### src/rtl/uart_tx_serializer.sv
// uart_tx_serializer
// Pops one word from an FWFT FIFO when idle and shifts it out as an
// asynchronous serial frame: start bit, 5..8 data bits LSB first, optional
// parity bit, then 1 or 2 stop bits. Bit timing comes from an internal
// down-counter reloaded with the latched divisor at the start of every bit.
//
// Ports:
//   i_clk, i_rst         clock, asynchronous active-high reset
//   i_tx_en              allows a new frame to start (never aborts one)
//   i_baud_div           bit period minus one, in clocks
//   i_data_bits          0..3 -> 5..8 data bits
//   i_parity_en/_odd     parity insertion and sense
//   i_stop2              two stop bits when set
//   i_fifo_data/_valid   FWFT head word and its valid flag
//   i_fifo_parity_error  head word failed its storage parity check
//   o_fifo_rd_req        combinational pop strobe
//   o_txd                registered serial line, idles high
//   o_busy               a frame is on the line
//   o_done / o_drop      single-cycle frame-complete / word-discarded pulses
module uart_tx_serializer #(
    parameter int DW    = 8,
    parameter int DIV_W = 16
) (
    input  logic             i_clk,
    input  logic             i_rst,
    input  logic             i_tx_en,
    input  logic [DIV_W-1:0] i_baud_div,
    input  logic [1:0]       i_data_bits,
    input  logic             i_parity_en,
    input  logic             i_parity_odd,
    input  logic             i_stop2,
    input  logic [DW-1:0]    i_fifo_data,
    input  logic             i_fifo_valid,
    input  logic             i_fifo_parity_error,
    output logic             o_fifo_rd_req,
    output logic             o_txd,
    output logic             o_busy,
    output logic             o_done,
    output logic             o_drop
);

    typedef enum logic [2:0] {
        ST_IDLE   = 3'd0,
        ST_START  = 3'd1,
        ST_DATA   = 3'd2,
        ST_PARITY = 3'd3,
        ST_STOP   = 3'd4
    } state_t;

    state_t           state_r, state_s;
    logic [7:0]       shift_r, shift_s;
    logic [DIV_W-1:0] cnt_r, cnt_s;
    logic [DIV_W-1:0] div_r, div_s;
    logic [2:0]       idx_r, idx_s;
    logic [2:0]       last_r, last_s;
    logic             par_en_r, par_en_s;
    logic             stop2_r, stop2_s;
    logic             par_bit_r, par_bit_s;
    logic             txd_s, done_s, drop_s, pop_s, bit_end_s;
    logic             unused_data_s;

    // Parity over the low 5..8 bits of the word, inverted for odd parity.
    function automatic logic frame_parity(input logic [7:0] data,
                                          input logic [1:0] bits,
                                          input logic       odd);
        logic [7:0] mask;
        mask = 8'hFF >> (2'd3 - bits);
        return (^(data & mask)) ^ odd;
    endfunction

    // Bits above [7:0] of a wider FIFO word are never serialized.
    assign unused_data_s = ^i_fifo_data;

    assign pop_s         = (state_r == ST_IDLE) & i_tx_en & i_fifo_valid & ~i_rst;
    assign o_fifo_rd_req = pop_s;
    assign bit_end_s     = (cnt_r == {DIV_W{1'b0}});

    // Next-state and next-datapath logic for the frame sequencer.
    always_comb begin
        state_s   = state_r;
        shift_s   = shift_r;
        cnt_s     = cnt_r;
        div_s     = div_r;
        idx_s     = idx_r;
        last_s    = last_r;
        par_en_s  = par_en_r;
        stop2_s   = stop2_r;
        par_bit_s = par_bit_r;
        done_s    = 1'b0;
        drop_s    = 1'b0;
        case (state_r)
            ST_IDLE: begin
                if (pop_s) begin
                    // Configuration is captured here so later input changes
                    // cannot disturb the frame being sent.
                    shift_s   = i_fifo_data[7:0];
                    div_s     = i_baud_div;
                    cnt_s     = i_baud_div;
                    idx_s     = 3'd0;
                    last_s    = 3'd4 + {1'b0, i_data_bits};
                    par_en_s  = i_parity_en;
                    stop2_s   = i_stop2;
                    par_bit_s = frame_parity(i_fifo_data[7:0], i_data_bits, i_parity_odd);
                    if (i_fifo_parity_error) begin
                        drop_s = 1'b1;
                    end else begin
                        state_s = ST_START;
                    end
                end else begin
                    state_s = ST_IDLE;
                end
            end
            ST_START: begin
                if (bit_end_s) begin
                    state_s = ST_DATA;
                    cnt_s   = div_r;
                    idx_s   = 3'd0;
                end else begin
                    cnt_s = cnt_r - DIV_W'(1);
                end
            end
            ST_DATA: begin
                if (bit_end_s) begin
                    cnt_s   = div_r;
                    shift_s = {1'b0, shift_r[7:1]};
                    if (idx_r == last_r) begin
                        idx_s   = 3'd0;
                        state_s = par_en_r ? ST_PARITY : ST_STOP;
                    end else begin
                        idx_s = idx_r + 3'd1;
                    end
                end else begin
                    cnt_s = cnt_r - DIV_W'(1);
                end
            end
            ST_PARITY: begin
                if (bit_end_s) begin
                    state_s = ST_STOP;
                    cnt_s   = div_r;
                    idx_s   = 3'd0;
                end else begin
                    cnt_s = cnt_r - DIV_W'(1);
                end
            end
            ST_STOP: begin
                if (bit_end_s) begin
                    if (stop2_r && (idx_r == 3'd0)) begin
                        idx_s = 3'd1;
                        cnt_s = div_r;
                    end else begin
                        state_s = ST_IDLE;
                        done_s  = 1'b1;
                    end
                end else begin
                    cnt_s = cnt_r - DIV_W'(1);
                end
            end
            default: begin
                state_s = ST_IDLE;
            end
        endcase
    end

    // Line level for the upcoming cycle, so o_txd can be a plain register.
    always_comb begin
        txd_s = 1'b1;
        case (state_s)
            ST_START:  txd_s = 1'b0;
            ST_DATA:   txd_s = shift_s[0];
            ST_PARITY: txd_s = par_bit_s;
            ST_STOP:   txd_s = 1'b1;
            ST_IDLE:   txd_s = 1'b1;
            default:   txd_s = 1'b1;
        endcase
    end

    // State, datapath and registered outputs.
    always_ff @(posedge i_clk or posedge i_rst) begin
        if (i_rst) begin
            state_r   <= ST_IDLE;
            shift_r   <= 8'd0;
            cnt_r     <= {DIV_W{1'b0}};
            div_r     <= {DIV_W{1'b0}};
            idx_r     <= 3'd0;
            last_r    <= 3'd0;
            par_en_r  <= 1'b0;
            stop2_r   <= 1'b0;
            par_bit_r <= 1'b0;
            o_txd     <= 1'b1;
            o_busy    <= 1'b0;
            o_done    <= 1'b0;
            o_drop    <= 1'b0;
        end else begin
            state_r   <= state_s;
            shift_r   <= shift_s;
            cnt_r     <= cnt_s;
            div_r     <= div_s;
            idx_r     <= idx_s;
            last_r    <= last_s;
            par_en_r  <= par_en_s;
            stop2_r   <= stop2_s;
            par_bit_r <= par_bit_s;
            o_txd     <= txd_s;
            o_busy    <= (state_s != ST_IDLE);
            o_done    <= done_s;
            o_drop    <= drop_s;
        end
    end

endmodule

### config.mk
export PLATFORM = sky130hd
export DESIGN_NAME = uart_tx_serializer
export DESIGN_NICKNAME = d
export VERILOG_FILES = /design/src/rtl/uart_tx_serializer.sv
export SDC_FILE = /design/constraint.sdc
export NUM_CORES = 1
export LEC_CHECK = 0
export BUFFER_PORTS_ARGS = -buffer_cell sky130_fd_sc_hd__buf_4
export CELL_PAD_IN_SITES_DETAIL_PLACEMENT = 1
export CELL_PAD_IN_SITES_GLOBAL_PLACEMENT = 1
export CORE_MARGIN = 3
export CORE_UTILIZATION = 40
export DETAILED_ROUTE_END_ITERATION = 12
export PLACE_DENSITY = 0.76
export SLEW_MARGIN = 20
export SYNTH_ARGS = -nofsm -noshare
export SYNTH_HDL_FRONTEND = slang
export SYNTH_SLANG_ARGS = --single-unit
### constraint.sdc
create_clock -name i_clk -period 2.3 [get_ports i_clk]
set_input_delay 0.115 -clock i_clk [delete_from_list [all_inputs] [get_ports i_clk]]
set_output_delay 0.115 -clock i_clk [all_outputs]
set_load 0.01 [all_outputs]
==> load_flow_metrics.sql, run 1 <==
INSERT INTO impl_metrics (metric_group, metric, value, unit) VALUES
('run_status', 'run_status', 'finished, violations left', ''),
('run_status', 'failing_checks', 'negative setup slack', ''),
('clock_network', 'clk_path_buf_depth', '2', ''),
('synth', 'syn-cell-area', '0.00297', 'mm^2'),
('finish', 'final_core_util', '56.3', '%'),
('synth', 'synth.distinct_cells', '55', ''),
('detailed_routing', 'via_count', '2566', ''),
('timing', 'timing.final.setup_violations', '11', ''),
('detailed_routing', 'drt_pre_antenna_iters', '4', ''),
('critical_path', 'critPathLaunch', 'cnt_r[9]', ''),
('floorplan', 'ios', '39', ''),
('critical_path', 'worst-endpoint-arrival', '2590', 'ps'),
('power_and_ir_drop', 'leakage_power', '1.70', 'nW'),
('synth', 'syn_inst', '303', ''),
('finish', 'final-instance-count-excl-fill', '473', ''),
('place', 'hpwl', '5570', 'um'),
('timing', 'slew-limit-headroom', '56.5', '%'),
('clock_network', 'cts-buffers-inserted', '5', ''),
('clock_network', 'cts_tree', 'done', ''),
('detailed_routing', 'route.detailed.vias_per_inst', '5.42', ''),
('global_routing', 'grt_first_pass_wirelength', '13400', 'um'),
('place', 'place.detailed.instances', '454', ''),
('place', 'placement.io_buffers', '38', ''),
('detailed_routing', 'final_antenna_net_count', '0', ''),
('timing', 'finalWorstSetupSlack', '-89.9', 'ps'),
('floorplan', 'num_rows', '30', ''),
('synth', 'yosys_most_used_dff', 'dfrtp_1', ''),
('timing', 'final-max-slew-violation-count', '0', ''),
('finish', 'areaGrowthSynthToFinish', '32.6', '%'),
('floorplan', 'core-area', '0.00698', 'mm^2'),
('global_routing', 'antenna_found_initial', '0', ''),
('finish', 'post_route_cells_drive_above_1_share', '36.6', '%'),
('timing', 'worst-slew-pin-transition', '652', 'ps'),
('timing', 'clock_tree_skew_after_final_layout', '11.8', 'ps'),
('critical_path', 'cp_cell_sequence', 'or4_4, or4_4, nor2_4, buf_4, nor2_1, a211oi_2, o31ai_2', ''),
('synth', 'syn-num-nets', '340', ''),
('detailed_routing', 'detail_route.drc_violations', '0', ''),
('timing', 'period_share', '104', '%'),
('critical_path', 'worst-endpoint-required', '2500', 'ps'),
('floorplan', 'die_width', '92.1', 'um'),
('synth', 'synth.most_common_cell', 'dfrtp_1', ''),
('synth', 'post_synth_main_area_contributors', 'dfrtp_1 (46%), mux2_2 (6.8%), xnor2_1 (4.7%), nand2_1 (4.3%), nor2_1 (4.0%)', ''),
('synth', 'yosys.area.top_type', 'dfrtp_1', ''),
('floorplan', 'start_util', '42.5', '%'),
('detailed_routing', 'drt-total-wl', '8370', 'um'),
('global_routing', 'global_route.usage.total', '19.7', '%'),
('timing', 'fin_crit', '2390', 'ps'),
('floorplan', 'vertical_extent_of_the_die', '92.1', 'um'),
('timing', 'report.final.hold_viol_count', '0', ''),
('clock_network', 'path_clk_slew', '110', 'ps'),
('global_routing', 'pin_count_of_the_biggest_net_entering_global_routing', '32', ''),
('timing', 'timing.fmax', '0.418', 'GHz'),
('critical_path', 'crit_path_top_delay_cell', 'or4_4', ''),
('worst_hold_path', 'timing.hold.worst.class', 'primary input to flop', ''),
('synth', 'mean_syn_cell_area', '9.79', 'um^2'),
('floorplan', 'fp.dieArea', '0.00849', 'mm^2'),
('detailed_routing', 'drt-wirelength-per-cell', '17.7', 'um'),
('power_and_ir_drop', 'report.power.total', '3.89', 'mW'),
('critical_path', 'worst_setup_path_start_kind', 'flop', ''),
('worst_hold_path', 'holdCritStartpoint', 'i_parity_en', ''),
('synth', 'asyncSetResetFlopFracSynth', '100', '%'),
('global_routing', 'grt_pass1_vias', '2709', ''),
('critical_path', 'rr_startpoint', 'cnt_r[9]', ''),
('critical_path', 'path_class', 'flop to flop', ''),
('timing', 'holdWs', '10.4', 'ps'),
('synth', 'synth_top_area_share', '46.4', '%'),
('critical_path', 'timing.critical_path.mode_cell', 'or4_4', ''),
('synth', 'ys_seq_elements', '56', ''),
('synth', 'synth_edf_count', '0', ''),
('job', 'cap_viol_max_count', '0', ''),
('finish', 'n_antenna_cell', '0', '');
-- worst max-delay path, delay by kind of cell, from the launching register on --
| family | cells | cell delay, ps |
|---|---|---|
| AO/OA/AOI/OAI | 2 | 250 |
| buffers and inverters | 1 | 160 |
| flip-flops | 1 | 390 |
| AND/OR/NAND/NOR | 4 | 1460 |
-- area by class of cell --
type                    count  area (um^2)
fillers                   793         3050
repair buffers             78          636
flip-flops and latches     56         1400
inverters                  11         41.3
clock inverters             1         30.0
clock buffers               7         96.3
well taps                  96          120
multi-input cells         224         1610
-- state kept, by name (all words and copies together) (netlist names), 3 cells and up --
| name | flops |
|---|---|
| cnt_r | 16 |
| div_r | 16 |
| shift_r | 8 |
| idx_r | 3 |
| last_r | 3 |
| state_r | 3 |
-- cells by family (layout without fill, tap and decap cells) --
logic type      after synthesis  after routing  share of synthesized area, %
fa+ha+maj                     3              3                          1.27
simple gates                104            104                          17.9
flops                        56             56                          47.3
mux                          19             19                          7.17
buf+inv                      23             97                          3.04
xor+xnor                     19             19                          5.61
compound gates               79             79                          17.7
-- what timing repair did --
| action | 4_1_cts | 5_1_grt |
|---|---|---|
| setup endpoints to repair | 10 | 25 |
| gates resized for setup | 12 | 24 |
| hold buffers | 1 | 0 |
| setup buffers | 2 | 8 |
| pin swaps | 3 | 16 |
| hold endpoints to repair | 26 | 0 |
-- power by group --
group	leakage (nW)	switching (mW)	internal (mW)
logic	0.972	0.738	0.764
registers	0.665	0.308	1.37
clock network	0.0645	0.327	0.385
total	1.70	1.37	2.51
-- final timing paths --
path                            cells after the start  slack, ps          to
worst max-delay path                                7        -90    cnt_r[1]
worst max register to register                      7        -90    cnt_r[1]
max in group asynchronous                           4       1160    cnt_r[5]
min in group asynchronous                           3        450      o_done
worst min-delay path                                3         10    par_en_r
worst min register to register                      2        480  shift_r[5]
-- cells in the final DEF (no fill, tap or decap), types with 3 or more instances in the layout --
master	synthesis	final
a21oi_1	15	12
a21oi_2	1	3
a22oi_1	7	7
a31oi_1	8	7
and2_1	3	3
buf_4	0	69
buf_6	0	6
clkbuf_8	0	7
dfrtp_1	55	55
inv_1	11	8
inv_2	0	3
mux2_2	18	18
nand2_1	34	34
nand3b_1	3	3
nor2_1	32	30
nor3_1	4	3
nor4_1	5	3
o211ai_1	6	6
o21ai_0	12	9
o21ai_1	7	8
o31ai_2	0	3
or2_1	3	3
or4_1	3	3
xnor2_1	16	16
xor2_1	3	3
-- per-layer routing --
metal | up-vias | part of all wire [%] | GRT usage (%) | routed length, um
met3 | 8 | 2.0 | 2.54 | 165
met5 | - | 0 | 0 | 0
met2 | 28 | 49 | 32.6 | 4090
met1 | 1300 | 48 | 26.7 | 4010
met4 | 0 | 1.2 | 6.31 | 99
li1 | 1230 | - | - | -
No activity file was read; power rests on OpenSTA's default activity.
==> run 2: changes to the inputs <==
--- a/config.mk
+++ b/config.mk
@@ -5,13 +5,15 @@
 export SDC_FILE = /design/constraint.sdc
 export NUM_CORES = 1
 export LEC_CHECK = 0
+export ABC_AREA = 1
 export BUFFER_PORTS_ARGS = -buffer_cell sky130_fd_sc_hd__buf_4
 export CELL_PAD_IN_SITES_DETAIL_PLACEMENT = 1
 export CELL_PAD_IN_SITES_GLOBAL_PLACEMENT = 1
 export CORE_MARGIN = 3
-export CORE_UTILIZATION = 40
+export CORE_UTILIZATION = 39
 export DETAILED_ROUTE_END_ITERATION = 12
-export PLACE_DENSITY = 0.76
+export MAX_ROUTING_LAYER = met4
+export PLACE_DENSITY = 0.77
 export SLEW_MARGIN = 20
 export SYNTH_ARGS = -nofsm -noshare
 export SYNTH_HDL_FRONTEND = slang
==> constraint.sdc (replaced) <==
create_clock -name i_clk -period 2.1 [get_ports i_clk]
set_input_delay 0.105 -clock i_clk [delete_from_list [all_inputs] [get_ports i_clk]]
set_output_delay 0.105 -clock i_clk [all_outputs]
set_load 0.01 [all_outputs]
==> run 2 against run 1 <==
Against the previous run:
- the flow now finishes without violations
- sequential share of layout area shrank 0.25 points
- critical path depth grew 2
- global-route usage grew 1.4 points
- die area grew 16%
- hold slack lost 3.9 ps
- combinational power shrank 90%
- synthesized area grew 14%
- critical endpoint is now idx_r[1]
==> load_flow_metrics.sql, run 2 <==
INSERT INTO impl_metrics (metric_group, metric, value, unit) VALUES
('floorplan', 'fp.dieArea', '0.00981', 'mm^2'),
('finish', 'areaGrowthSynthToFinish', '17.3', '%'),
('synth', 'ys_seq_elements', '56', ''),
('timing', 'timing.fmax', '0.515', 'GHz'),
('synth', 'most_frequent_cells_after_synthesis', 'nand2_1 (140), dfrtp_1 (55), inv_1 (54)', ''),
('global_routing', 'grt_first_pass_wirelength', '16100', 'um'),
('detailed_routing', 'final_antenna_net_count', '0', ''),
('timing', 'worst-slew-pin-transition', '748', 'ps'),
('power_and_ir_drop', 'leakage_power', '2.04', 'nW'),
('global_routing', 'pin_count_of_the_biggest_net_entering_global_routing', '57', ''),
('critical_path', 'worst-endpoint-required', '2290', 'ps'),
('synth', 'synth.most_common_cell', 'nand2_1', ''),
('synth', 'yosys_warnings', '0', ''),
('power_and_ir_drop', 'power_per_cell_area', '473', 'mW/mm^2'),
('worst_hold_path', 'hold-path-cell-count', '3', ''),
('synth', 'synth.distinct_cells', '39', ''),
('critical_path', 'regToRegEndpoint', 'idx_r[1]', ''),
('timing', 'timing.final.setup_violations', '0', ''),
('timing', 'final.setup.tns', '0', 'ps'),
('critical_path', 'worst-r2r-setup-slack', '160', 'ps'),
('global_routing', 'grt-ovfl-total', '0', ''),
('clock_network', 'clk-insertion-delay-late', '320', 'ps'),
('synth', 'syn-num-nets', '483', ''),
('floorplan', 'start_util', '40.7', '%'),
('synth', 'syn-cell-area', '0.00338', 'mm^2'),
('synth', 'synth_edf_count', '0', ''),
('clock_network', 'path_clk_slew', '110', 'ps'),
('finish', 'mostFrequentLayoutCell', 'nand2_1', ''),
('synth', 'mean_syn_cell_area', '7.57', 'um^2'),
('timing', 'final-max-slew-violation-count', '0', ''),
('synth', 'post_synth_main_area_contributors', 'dfrtp_1 (41%), nand2_1 (16%), inv_1 (6.0%), nand3_1 (4.7%), o21ai_0 (4.1%)', ''),
('clock_network', 'cts_root_buf', 'clkbuf_8', ''),
('synth', 'asyncSetResetFlopFracSynth', '100', '%'),
('finish', 'largest_regs', 'cnt_r: 16 flops, div_r: 16 flops, shift_r: 8 flops', ''),
('synth', 'yosys.area.top_type', 'dfrtp_1', ''),
('worst_hold_path', 'timing.hold.worst.class', 'primary input to flop', ''),
('detailed_routing', 'drt-wirelength-per-cell', '15.6', 'um'),
('detailed_routing', 'drt_iter0_markers', '105', ''),
('detailed_routing', 'drt_pre_antenna_iters', '4', ''),
('place', 'finalWeightedCongestion', '0.907', ''),
('finish', 'post_route_cells_drive_above_1_share', '18.5', '%'),
('floorplan', 'num_rows', '33', ''),
('timing', 'clock_tree_skew_after_final_layout', '11.3', 'ps'),
('detailed_routing', 'detail_route.drc_violations', '0', ''),
('detailed_routing', 'route.detailed.vias_per_inst', '5.15', ''),
('synth', 'syn_inst', '446', ''),
('synth', 'yosysSeqAreaShare', '41.5', '%'),
('clock_network', 'clock_tree.htree_level_count', '2', ''),
('synth', 'yosys_most_used_dff', 'dfrtp_1', ''),
('global_routing', 'grt_pass1_vias', '3239', ''),
('global_routing', 'antenna_found_initial', '0', ''),
('global_routing', 'global_route.usage.total', '21.0', '%'),
('floorplan', 'ios', '39', ''),
('clock_network', 'cts_tree', 'done', ''),
('clock_network', 'clk_path_buf_depth', '2', ''),
('floorplan', 'core-area', '0.00830', 'mm^2'),
('power_and_ir_drop', 'vdd_ir_drop_max', '0.236', 'mV'),
('place', 'placement.io_buffers', '38', ''),
('worst_hold_path', 'worst_hold_path.endpoint', 'div_r[7]', ''),
('worst_hold_path', 'holdCritStartpoint', 'i_baud_div[7]', ''),
('run_status', 'run_status', 'complete, no violations', ''),
('timing', 'report.final.hold_viol_count', '0', ''),
('detailed_routing', 'via_count', '3094', ''),
('critical_path', 'rr_startpoint', 'cnt_r[12]', ''),
('floorplan', 'vertical_extent_of_the_die', '99.1', 'um'),
('timing', 'slew-limit-headroom', '50.1', '%'),
('finish', 'mostFrequentLayoutCells', 'nand2_1 (140), dfrtp_1 (55), inv_1 (53)', ''),
('job', 'cap_viol_max_count', '0', ''),
('clock_network', 'tritoncts_num_sinks', '56', ''),
('timing', 'fin_crit', '1940', 'ps'),
('critical_path', 'timing.critical_path.fanout_max', '11', ''),
('timing', 'period_share', '92.4', '%'),
('clock_network', 'cts-buffers-inserted', '5', ''),
('critical_path', 'worst_setup_path_start_kind', 'flop', ''),
('synth', 'synth_top_area_share', '40.7', '%'),
('critical_path', 'path_class', 'flop to flop', ''),
('place', 'hpwl', '7150', 'um'),
('finish', 'final_core_util', '47.7', '%'),
('finish', 'filler_cell_count', '1052', ''),
('finish', 'n_antenna_cell', '0', ''),
('critical_path', 'worst-endpoint-arrival', '2140', 'ps'),
('timing', 'holdWs', '6.46', 'ps'),
('timing', 'rsz0062_at_grt', 'no', ''),
('floorplan', 'die_width', '99.1', 'um'),
('critical_path', 'worstSetupEndpointType', 'flop', ''),
('critical_path', 'worst_r2r_path_depth', '9', ''),
('finish', 'design.final.nets', '532', ''),
('detailed_routing', 'drt-total-wl', '9400', 'um');
==> run 2: how the worst max path moves through the flow <==
stage	from	end	slack, ps	cells past startpoint
6_report	cnt_r[12]	idx_r[1]	160	9
5_1_grt	cnt_r[12]	o_busy	1	11
3_5_place_dp	cnt_r[0]	o_busy	120	12
3_3_place_gp	cnt_r[0]	o_busy	200	12
2_1_floorplan	i_rst	cnt_r[10]	20	9
4_1_cts	cnt_r[0]	o_busy	90	12
==> run 2: metrics by stage <==
stage | instances | area, um^2 | setup WS [ps] | power (mW)
floorplan | 446 | 3380 | 17.1 | 1.18
detailed placement | 588 | 3810 | 119 | 1.26
global route | 601 | 3960 | 1.29 | 1.96
CTS | 601 | 3950 | 87.5 | 1.90
finish | 601 | 3960 | 159 | 1.87
global placement | 588 | 3810 | 202 | 1.25
==> run 2: cells by family after synthesis <==
| group | synth area share [%] |
|---|---|
| compound gates | 12.8 |
| xor+xnor | 3.37 |
| fa+ha+maj | 1.11 |
| buf+inv | 9.11 |
| flops | 41.5 |
| simple gates | 32.1 |
==> run 2: per-layer routing <==
metal	vias up	wire length, um	track usage (%)
met5	-	0	-
met4	0	63	4.10
met3	6	257	2.34
met2	38	4730	35.2
met1	1532	4350	27.8
li1	1518	-	-
==> run 2: critical path, cell delays in order, from the launching register on <==
cell and delay [ps]:
dfrtp_1 420, nor2_2 160, nand3_1 220, inv_1 200, nand3_4 160, inv_2 120, buf_4 200, o21ai_2 110
a21oi_1 160, a21oi_1 60
==> run 2: what timing repair did <==
| action | 4_1_cts | 5_1_grt |
|---|---|---|
| hold endpoints to repair | 5 | 0 |
| hold buffers | 5 | 0 |
| setup buffers | 0 | 0 |
| endpoints found under the setup margin | 0 | 18 |
| gates resized for setup | 0 | 2 |
==> run 2: layout make-up <==
class / count / area (um^2) / area share [%]
clock buffers: 8 / 90.1 / 2.27
flip-flops and latches: 56 / 1400 / 35.4
well taps: 105 / 131 / 3.32
multi-input cells: 316 / 1680 / 42.4
repair buffers: 54 / 418 / 10.5
inverters: 62 / 239 / 6.03
==> run 2: power by group <==
group          internal [mW]  leakage (nW)  switching, mW
clock                  0.271        0.0455          0.358
sequential              1.09         0.672        0.00763
combinational         0.0667          1.32         0.0781
total                   1.43          2.04          0.443
